[src/rtl/cpu_pkg.sv]
// Shared definitions for the front end: widths, reset PC, opcodes, fetch FSM states.
package cpu_pkg;

  localparam int          XLEN             = 32;
  localparam logic [31:0] RESET_PC_DEFAULT = 32'h0000_0000;

  // Major opcodes, shared with the immediate extender and decoder
  localparam logic [6:0] OPC_R      = 7'b0110011;
  localparam logic [6:0] OPC_I      = 7'b0010011;
  localparam logic [6:0] OPC_LOAD   = 7'b0000011;
  localparam logic [6:0] OPC_JALR   = 7'b1100111;
  localparam logic [6:0] OPC_S      = 7'b0100011;
  localparam logic [6:0] OPC_B      = 7'b1100011;
  localparam logic [6:0] OPC_U_LUI  = 7'b0110111;
  localparam logic [6:0] OPC_U_AUI  = 7'b0010111;
  localparam logic [6:0] OPC_J      = 7'b1101111;

  // Fetch FSM: FETCH issues a request, WAIT holds until the single response returns
  typedef enum logic {
    ST_FETCH = 1'b0,
    ST_WAIT  = 1'b1
  } fetch_state_t;

  // A redirect target is misaligned when either low address bit is set
  function automatic logic is_misaligned(input logic [1:0] lo_bits);
    return |lo_bits;
  endfunction

endpackage

[src/rtl/inst_fetch_buf.sv]
// One-entry output register holding a fetched instruction and its PC.
// Priority: flush beats load beats drain. A load while the entry is
// draining simply replaces it, so a response never overwrites unread data.
module fetch_buf #(
  parameter int XLEN = 32
) (
  input  logic            i_clk,
  input  logic            i_rst,
  input  logic            i_load,
  input  logic            i_flush,
  input  logic            i_drain,
  input  logic [XLEN-1:0] i_inst,
  input  logic [XLEN-1:0] i_pc,
  output logic            o_valid,
  output logic [XLEN-1:0] o_inst,
  output logic [XLEN-1:0] o_pc
);

  logic            r_valid;
  logic [XLEN-1:0] r_inst;
  logic [XLEN-1:0] r_pc;

  // Valid flag: flush clears, load sets, drain clears
  always_ff @(posedge i_clk or posedge i_rst) begin
    if (i_rst) begin
      r_valid <= 1'b0;
    end else if (i_flush) begin
      r_valid <= 1'b0;
    end else if (i_load) begin
      r_valid <= 1'b1;
    end else if (i_drain) begin
      r_valid <= 1'b0;
    end
  end

  // Payload only changes on a load, so it is stable while stalled
  always_ff @(posedge i_clk or posedge i_rst) begin
    if (i_rst) begin
      r_inst <= '0;
      r_pc   <= '0;
    end else if (i_load && !i_flush) begin
      r_inst <= i_inst;
      r_pc   <= i_pc;
    end
  end

  assign o_valid = r_valid;
  assign o_inst  = r_inst;
  assign o_pc    = r_pc;

endmodule

[src/rtl/inst_fetch.sv]
// Instruction fetch: owns the PC, keeps one memory request in flight and
// hands each instruction to decode through a one-entry buffer.
// Handshake: out_inst/out_pc transfer on a cycle where out_valid and
// out_ready are both high; while out_valid=1 and out_ready=0 the payload
// is held unchanged. A redirect flushes the buffer and voids any transfer
// in that same cycle.
module inst_fetch
  import cpu_pkg::*;
#(
  parameter logic [31:0] RESET_PC = cpu_pkg::RESET_PC_DEFAULT,
  parameter int          XLEN     = cpu_pkg::XLEN
) (
  input  logic            clk,
  input  logic            rst,
  output logic            imem_req,
  output logic [XLEN-1:0] imem_addr,
  input  logic            imem_gnt,
  input  logic            imem_rvalid,
  input  logic [XLEN-1:0] imem_rdata,
  input  logic            redirect_valid,
  input  logic [XLEN-1:0] redirect_pc,
  output logic            out_valid,
  input  logic            out_ready,
  output logic [XLEN-1:0] out_inst,
  output logic [XLEN-1:0] out_pc,
  output logic            misalign_err,
  output logic            dbg_state
);

  localparam logic [XLEN-1:0] PC_STEP      = XLEN'(4);
  localparam logic [XLEN-1:0] PC_ALIGN_MSK = ~(XLEN'(3));
  localparam logic [XLEN-1:0] RESET_PC_AL  = XLEN'(RESET_PC) & PC_ALIGN_MSK;

  fetch_state_t    r_state;
  logic [XLEN-1:0] r_pc;
  logic [XLEN-1:0] r_req_pc;
  logic            r_kill;
  logic            r_misalign;

  logic            w_buf_valid;
  logic            w_req;
  logic            w_load;
  logic            w_drain;
  logic [XLEN-1:0] w_redir_pc;

  // Issue only when the buffer is empty or being drained this cycle
  assign w_req      = (r_state == ST_FETCH) && (!w_buf_valid || out_ready);
  assign w_redir_pc = {redirect_pc[XLEN-1:2], 2'b00};
  assign w_load     = (r_state == ST_WAIT) && imem_rvalid && !r_kill && !redirect_valid;
  assign w_drain    = w_buf_valid && out_ready;

  // Fetch FSM with PC, kill and misalign tracking; redirect has top priority
  always_ff @(posedge clk or posedge rst) begin
    if (rst) begin
      r_state    <= ST_FETCH;
      r_pc       <= RESET_PC_AL;
      r_req_pc   <= '0;
      r_kill     <= 1'b0;
      r_misalign <= 1'b0;
    end else begin
      r_misalign <= redirect_valid && is_misaligned(redirect_pc[1:0]);
      case (r_state)
        ST_FETCH: begin
          if (w_req && imem_gnt) begin
            // The old-PC request is already accepted; mark it wrong-path on redirect
            r_req_pc <= r_pc;
            r_pc     <= redirect_valid ? w_redir_pc : (r_pc + PC_STEP);
            r_kill   <= redirect_valid;
            r_state  <= ST_WAIT;
          end else if (redirect_valid) begin
            r_pc <= w_redir_pc;
          end
        end
        ST_WAIT: begin
          if (redirect_valid) begin
            r_pc <= w_redir_pc;
          end
          if (imem_rvalid) begin
            r_kill  <= 1'b0;
            r_state <= ST_FETCH;
          end else if (redirect_valid) begin
            r_kill <= 1'b1;
          end
        end
        default: begin
          r_state <= ST_FETCH;
        end
      endcase
    end
  end

  fetch_buf #(
    .XLEN (XLEN)
  ) u_buf (
    .i_clk   (clk),
    .i_rst   (rst),
    .i_load  (w_load),
    .i_flush (redirect_valid),
    .i_drain (w_drain),
    .i_inst  (imem_rdata),
    .i_pc    (r_req_pc),
    .o_valid (w_buf_valid),
    .o_inst  (out_inst),
    .o_pc    (out_pc)
  );

  assign imem_req     = w_req;
  assign imem_addr    = r_pc;
  assign out_valid    = w_buf_valid;
  assign misalign_err = r_misalign;
  assign dbg_state    = r_state;

endmodule

[config.mk]
export PLATFORM = sky130hd
export DESIGN_NAME = inst_fetch
export DESIGN_NICKNAME = d
export VERILOG_FILES = /design/src/rtl/cpu_pkg.sv /design/src/rtl/inst_fetch_buf.sv /design/src/rtl/inst_fetch.sv
export SDC_FILE = /design/constraint.sdc
export NUM_CORES = 1
export LEC_CHECK = 0
export CORE_MARGIN = 4
export CORE_UTILIZATION = 49
export CTS_BUF_LIST = sky130_fd_sc_hd__clkbuf_4 sky130_fd_sc_hd__clkbuf_8
export CTS_CLUSTER_DIAMETER = 150
export DETAILED_ROUTE_END_ITERATION = 16
export PLACE_DENSITY = 0.89
export REMOVE_ABC_BUFFERS = 1
export SETUP_SLACK_MARGIN = 0.02
export SLEW_MARGIN = 10
export SYNTH_ARGS = -nofsm -noshare
export SYNTH_HDL_FRONTEND = slang
export SYNTH_SLANG_ARGS = --single-unit
[constraint.sdc]
create_clock -name clk -period 5.4 [get_ports clk]
set_clock_uncertainty 0.15 [all_clocks]
set_input_delay 1.08 -clock clk [delete_from_list [all_inputs] [get_ports clk]]
set_output_delay 1.08 -clock clk [all_outputs]
set_load 0.005 [all_outputs]
-- Yosys cells after proc, flatten, opt, wreduce, memory -nomap -nowiden
Index checks and enable logic that the tools add are counted.
- flip-flop bits (word level): 132
- output and inout bits: 100
- logic and storage cells: 42
- add/subtract/negate cells: 1
- eq/ne operators: 2
- mux-type cells: 14
- bitwise logic cells: 1
- reduce and logical (&&, ||, !) cells: 16
- operators by type and width (kind ; count):
    32-bit 2-to-1 mux ; 3
    32-bit case mux with 2 select lines ; 1
    32-bit by 3-bit adder with 32-bit output, second input constant ; 1
    1-bit logical AND ; 8
    1-bit 2-to-1 mux ; 8
    1-bit case mux with 2 select lines ; 2
    2-bit AND reduction ; 2
    1-bit zero test ; 3
    3-bit inequality test, second input constant ; 1
    3-bit nonzero test ; 1
    2-bit by 1-bit inequality test with 1-bit output, second input constant ; 1
    2-bit OR reduction ; 1
    1-bit logical OR ; 1
    1-bit NOT ; 1

-- Logic depth before layout (Yosys ltp)
Gate-level depths: netlist of run 1.
- depth in word-level cells: 6
- gate-level depth with buffers: 6

-- Cells and area by module
From an unflattened synthesis of run 1, not the netlist that was laid out.
- cells, all modules: 498
- area total of the unflattened synthesis: 5998.3 µm²
- by module, submodules not included (module ; times used ; cells each ; area an instance (µm²)):
    inst_fetch ; 1 ; 357 ; 3253.1
    fetch_buf ; 1 ; 141 ; 2745.1

-- Least setup slack after synthesis of run 1
OpenSTA, ideal clock, no wires.
- kind: in2reg
- start point: input redirect_valid
- end point: register u_buf.r_inst[12] (netlist: u_buf.o_inst[12])
- data arrival time: 2406 ps
- path slack: 2720 ps
- stages on the path: 5
- cell sequence: clkbuf_1 > nor4b_1 > buf_2 > buf_2 > mux2_2
- cells in the longest elaborated chain, start to end: 3
- ends and longest elaborated chain (element ; RTL line ; RTL):
    from (decl) ; inst_fetch.sv:20 ; input logic redirect_valid,
    1-bit zero test * ; inst_fetch_buf.sv:41, inst_fetch.sv:49 ;
    1-bit logical AND ; inst_fetch.sv:49 ; assign w_load = (r_state == ST_WAIT) && imem_rvalid && !r_kill && !redirect_valid;
    1-bit logical AND * ; inst_fetch_buf.sv:41 ; end else if (i_load && !i_flush) begin
    to (signal assigned) ; inst_fetch_buf.sv:42 ; r_inst <= i_inst;
    to (decl) ; inst_fetch_buf.sv:20 ; logic [XLEN-1:0] r_inst;
Mark *: on every way between the ends. The rest lies on a longest branch, timed or not.
A chain may end at the register's enable or synchronous reset.

-- Worst setup path after layout of run 1
- start point: input out_ready
- end point: output imem_req
- cells in the longest elaborated chain, start to end: 2
- ends and longest elaborated chain (element ; RTL line ; RTL):
    from (decl) ; inst_fetch.sv:23 ; input logic out_ready,
    1-bit logical OR ; inst_fetch.sv:47 ; assign w_req = (r_state == ST_FETCH) && (!w_buf_valid || out_ready);
    1-bit logical AND ; inst_fetch.sv:47 ;
    to (decl) ; inst_fetch.sv:15 ; output logic imem_req,
Every way passes these cells.

==> flow_summary_export.csv, run 1 <==
group,metric,value,unit
critical_path,r2r-start,"dbg_state$_DFF_PP0_",
global_routing,gr-total-overflow,0,
job,drv_cap,0,
timing,fin_ws,1.850,ns
synthesis,synth_cell_types,35,
timing,fmax,0.2817,GHz
route,wirelength,13.99,mm
global_routing,globalRouteMet3Util,7.241,%
place,place.gp.congestion,0.8538,
place,dp_hpwl,9.918,mm
critical_path,critPathSlowestCell,"clkdlybuf4s50_1",
critical_path,cp-startpoint,"out_ready",
critical_path,ff2ff_setup_slack,2.84,ns
floorplanning,die_width,114.7,um
global_routing,grt.met1_usage,28.62,%
synthesis,ys_ff_latch,132,
global_routing,antenna_found_initial,0,
layout,layout_common_cells,"168 x clkdlybuf4s50_1, 132 x dfrtp_1, 129 x nand2_1",
critical_path,path_class,"input pin to output pin",
min_path,holdCritStartpoint,"r_req_pc[28]$_DFFE_PP0P_",
route,drc,0,
floorplanning,core,10980,um^2
timing,finalCritPeriodShare,65.74,%
synthesis,synth_edf_count,0,
critical_path,cp-start-kind,"input pin",
layout,nets,729,
global_routing,grt_max_degree,97,
place,dpl_worst_slack,1.849,ns
critical_path,worstRegToRegCells,4,
layout,final_util,70.71,%
floorplanning,die_area,13160,um^2
place,dp.cells,779,
layout,layout-drive-gt1-share,16.42,%
synthesis,syn_area,5580,um^2
global_routing,met2_usage,36.86,%
route,detail_route.wl_per_cell,17.27,um
clock_network,cts_hold_buffers,0,
critical_path,rr_endpoint,"u_buf.o_inst[8]$_DFFE_PP0P_",
clock_network,cts_sinks,132,
floorplanning,start_util,50.81,%
route,antenna_left,0,
synthesis,postSynthAreaPerCell,11.39,um^2
clock_network,cts_buffer_depth,2,
synthesis,yosysSeqAreaShare,59.19,%
critical_path,path_max_fanout,5,
global_routing,grtUsageTotal,22.37,%
timing,rsz0062_at_grt,"false",
route,vias,4240,
clock_network,cts_setup_buffers,0,
global_routing,grt_pass1_wl,22.94,mm
clock_network,cts_tree,"done",
clock_network,cts_inserted_buffers,17,
route,first_iter_violations,203,
timing,final_hold_viol_count,0,
route,viasPerCell,5.235,
layout,stdcell_count,810,
critical_path,crit_path_end_kind,"output pin",
clock_network,ctsResizeCount,0,
critical_path,cp_slowest_stage_delay,0.45,ns
floorplanning,die_h,114.7,um
timing,setup_viol,0,
layout,mostFrequentLayoutCell,"clkdlybuf4s50_1",
min_path,min_to,"r_req_pc[28]$_DFFE_PP0P_",
timing,worstMarginPinSlew,0.8454,ns
status,status,"finished clean",
min_path,hp-class,"flop to flop",
min_path,holdPathStages,2,
clock_network,path_clk_slew,0.06,ns
synthesis,synthFlopType,"dfrtp_1",
route,firstDrtPassIters,4,
timing,whs,0.3229,ns
critical_path,cpMostUsedCell,"clkdlybuf4s50_1",
layout,area_growth,39.17,%
synthesis,ys_warn_count,0,
timing,timing.final.max_slew_violations,0,
synthesis,synthArstFlopShare,100.0,%
clock_network,insertion_delay,0.43,ns
timing,tns,0,ns
power,powerDensity,424.4,nW/um^2
power,max-vdd-ir-drop,0.0002752,V
clock_network,cts_max_level,4,
critical_path,crit_path_cell_trace,"clkdlybuf4s50_1 -> nor2b_1 -> nor2_1 -> clkdlybuf4s50_1",
place,port_buffers,169,
floorplanning,num_io_pins,170,
layout,diodes,0,
critical_path,crit_arrival,2.32,ns
timing,slew_headroom,43.64,%
clock_network,root_buffer,"clkbuf_8",
critical_path,required,4.17,ns
timing,fin_crit,3.550,ns
global_routing,grt.busiest_layer,"met2",
power,leakage,3.401,nW
floorplanning,num_rows,38,
synthesis,syn-instance-count,490,
global_routing,grt_pass1_vias,4591,
## stage by stage
stage | area (um^2) | total power, mW
after floorplan | 5468 | 1.844
after CTS | 7766 | 3.340
final | 7766 | 3.296
after detailed placement | 7381 | 2.542
after global placement | 7381 | 2.487
after global routing | 7766 | 3.494
## synth_stat cells (2+ instances only)
cell	n	area [um^2]
nor4_1	3	18.77
nor2b_1	4	25.02
xor2_1	12	105.1
o21ai_0	27	135.1
dfrtp_1	132	3303
nand3_1	9	45.04
nand4_1	14	87.58
xnor2_1	14	122.6
nor3_1	5	25.02
buf_2	9	45.04
mux2i_1	7	70.07
inv_1	5	18.77
or4_1	2	15.01
mux2_2	64	720.7
and3_1	5	31.28
and4_1	3	26.28
and2_1	4	25.02
o21ai_1	4	20.02
nor4b_1	3	26.28
nand2b_1	2	12.51
nor4_4	2	42.54
nand2_1	129	484.2
clkbuf_1	14	52.55
nor2_1	6	22.52
## worst max-delay path: cells and delay by family
kind          cells  cell delay (ns)
buf+inv           2             0.86
simple gates      2             0.37
## registers in the layout, summed over array words and instances (netlist names)
name,cells
r_req_pc,32
r_kill,1
u_buf.o_inst,32
dbg_state,1
misalign_err,1
u_buf.o_valid,1
imem_addr,32
u_buf.o_pc,32
## kinds of logic after synthesis
logic type                 share of synthesized area (%)
and+or+nand+nor                                    16.70
DFF                                                59.19
muxes                                              14.17
AOI/OAI and AO/OA                                  3.274
buffers and inverters                              2.354
xor gates and xnor gates                           4.081
adders and majority gates                         0.2242
## power breakdown
group          switching, mW  internal [mW]
clock network          0.344          0.447
logic                  0.326          0.682
registers              0.198           1.30
## cell type report
type | count | area [um^2]
Inverter | 5 | 23.77
Clock inverter | 4 | 45.04
Multi-Input combinational cell | 328 | 2155
Fill cell | 786 | 3217
Tap cell | 140 | 175.2
Sequential cell | 132 | 3303
Clock buffer | 27 | 340.3
Timing Repair Buffer | 174 | 1724
## layer usage
| metal | up-vias | part of all wire [%] |
|---|---|---|
| met5 | - | 0 |
| met4 | 0 | 0.87 |
| met3 | 16 | 8.6 |
| met2 | 178 | 48 |
| met1 | 2052 | 42 |
| li1 | 1994 | - |
## worst max path at each step
| stage | slack, ns | to |
|---|---|---|
| after floorplan | -3.40 | u_buf.o_inst[0]$_DFFE_PP0P_ |
| after global placement | 1.87 | imem_req |
| after global routing | 1.74 | imem_req |
| after detailed placement | 1.85 | imem_req |
| after CTS | 1.84 | imem_req |
| final | 1.85 | imem_req |
Note: power is estimated with default switching activity, not from simulation.
==> run 2: changes to the inputs <==
==> constraint.sdc (replaced) <==
create_clock -name clk -period 3.35 [get_ports clk]
set_clock_uncertainty 0.15 [all_clocks]
set_input_delay 0.67 -clock clk [delete_from_list [all_inputs] [get_ports clk]]
set_output_delay 0.67 -clock clk [all_outputs]
set_load 0.005 [all_outputs]
==> flow_summary_export.csv, run 2 (synthesized netlist as in run 1, its figures left out) <==
group,metric,value,unit
route,viasPerCell,5.249,
layout,final_util,71.27,%
route,wirelength,14.26,mm
critical_path,path_max_fanout,5,
clock_network,cts_setup_buffers,0,
timing,timing.final.max_slew_violations,0,
timing,slew_headroom,56.57,%
clock_network,ctsResizeCount,0,
floorplanning,start_util,50.81,%
floorplanning,num_rows,38,
job,drv_cap,0,
clock_network,cts_sinks,132,
global_routing,grt_pass1_wl,23.34,mm
layout,area_growth,40.27,%
critical_path,critPathSlowestCell,"clkdlybuf4s50_1",
critical_path,worstRegToRegCells,4,
place,place_area,7428,um^2
timing,rsz0062_at_grt,"false",
route,vias,4273,
clock_network,insertion_delay,0.44,ns
clock_network,cts_buffer_depth,2,
layout,layout_common_cells,"168 x clkdlybuf4s50_1, 132 x dfrtp_1, 129 x nand2_1",
timing,tns,0,ns
global_routing,gr-total-overflow,0,
clock_network,path_clk_slew,0.07,ns
place,dp_hpwl,10.33,mm
route,first_iter_violations,242,
clock_network,root_buffer,"clkbuf_8",
layout,layout-drive-gt1-share,16.91,%
critical_path,cp_slowest_stage_delay,0.46,ns
place,place.gp.congestion,0.8431,
power,max-vdd-ir-drop,0.0005593,V
route,firstDrtPassIters,4,
clock_network,cts_hold_buffers,0,
critical_path,crit_arrival,1.98,ns
critical_path,rr_endpoint,"imem_addr[29]$_DFF_PP0_",
global_routing,grt_pass1_vias,4577,
global_routing,grtUsageTotal,22.86,%
min_path,hp-class,"flop to flop",
critical_path,ff2ff_setup_slack,1.09,ns
critical_path,cp-start-kind,"input pin",
power,finalPower,5.367,mW
global_routing,grt_max_degree,67,
critical_path,crit_path_cell_trace,"clkdlybuf4s50_1 -> nor2b_1 -> nor2_1 -> clkdlybuf4s50_1",
floorplanning,die_h,114.7,um
clock_network,cts_tree,"done",
timing,fin_crit,2.797,ns
critical_path,crit_path_end_kind,"output pin",
power,leakage,3.417,nW
timing,finalCritPeriodShare,83.49,%
route,antenna_left,0,
place,port_buffers,169,
timing,worstMarginPinSlew,0.6514,ns
power,powerDensity,685.7,nW/um^2
critical_path,r2r-start,"dbg_state$_DFF_PP0_",
timing,final_hold_viol_count,0,
layout,final_area,7828,um^2
floorplanning,die_area,13160,um^2
global_routing,antenna_found_initial,0,
floorplanning,die_width,114.7,um
clock_network,cts_max_level,4,
route,detail_route.wl_per_cell,17.52,um
layout,mostFrequentLayoutCell,"clkdlybuf4s50_1",
critical_path,required,2.53,ns
layout,diodes,0,
layout,nets,732,
clock_network,cts_inserted_buffers,17,
timing,fmax,0.3575,GHz
floorplanning,num_io_pins,170,
critical_path,cp-endpoint,"imem_req",
floorplanning,core,10980,um^2
critical_path,cpMostUsedCell,"clkdlybuf4s50_1",
critical_path,cp-startpoint,"out_ready",
status,status,"finished clean",
route,drc,0,
critical_path,path_class,"input pin to output pin",
timing,whs,0.3217,ns
timing,setup_viol,0,
[run 2: cell types whose count changed in the layout (fill, tap and decap cells not counted)]
| cell | change |
|---|---|
| bufinv_16 | +2 |
| clkbuf_8 | -5 |
| clkinv_2 | +4 |
| buf_4 | +1 |
| clkinv_4 | +2 |
| buf_12 | +2 |
| clkinvlp_4 | +3 |
| clkbuf_4 | -5 |
[run 2: critical path, delay by kind of cell]
kind,cells,cell delay (ns)
buffers and inverters,2,0.88
and+or+nand+nor,2,0.42
[run 2: area by class of cell]
type	instances	area, um^2
fill	763	3156
multi-input combinational	328	2155
sequential	132	3303
tap	140	175.2
timing repair buffer	177	1772
inverter	5	23.77
clock buffer	17	234.0
clock inverter	15	165.2
[run 2: worst min-delay path by stage]
stage / from / to / slack (ns) / cells after the start
detailed placement: r_req_pc[25]$_DFFE_PP0P_ / r_req_pc[25]$_DFFE_PP0P_ / 0.31 / 2
finish: r_req_pc[25]$_DFFE_PP0P_ / r_req_pc[25]$_DFFE_PP0P_ / 0.32 / 2
global placement: r_req_pc[25]$_DFFE_PP0P_ / r_req_pc[25]$_DFFE_PP0P_ / 0.30 / 2
global route: r_req_pc[28]$_DFFE_PP0P_ / r_req_pc[28]$_DFFE_PP0P_ / 0.34 / 2
CTS: r_req_pc[25]$_DFFE_PP0P_ / r_req_pc[25]$_DFFE_PP0P_ / 0.33 / 2
floorplan: r_req_pc[0]$_DFFE_PP0P_ / r_req_pc[0]$_DFFE_PP0P_ / 0.29 / 2
[run 2: routing by layer]
layer	up-vias	wire length, um	track usage [%]
met4	0	222	8.294
met1	2062	5809	28.30
met2	196	6766	37.21
met5	-	0	0
li1	1996	-	-
met3	19	1464	8.192
[run 2: power breakdown]
group          leakage, nW  internal [mW]  total (mW)  switching (mW)
registers             1.63           2.09        2.40           0.311
logic                 1.58           1.11        1.64           0.531
clock network        0.201          0.726        1.32           0.598
[run 2: through the flow]
step | setup slack (ns) | std cells
after floorplan | -5.044 | 465
after global placement | 0.6058 | 782
after detailed placement | 0.5156 | 782
after CTS | 0.5351 | 814
after global routing | 0.4641 | 814
final | 0.5531 | 814
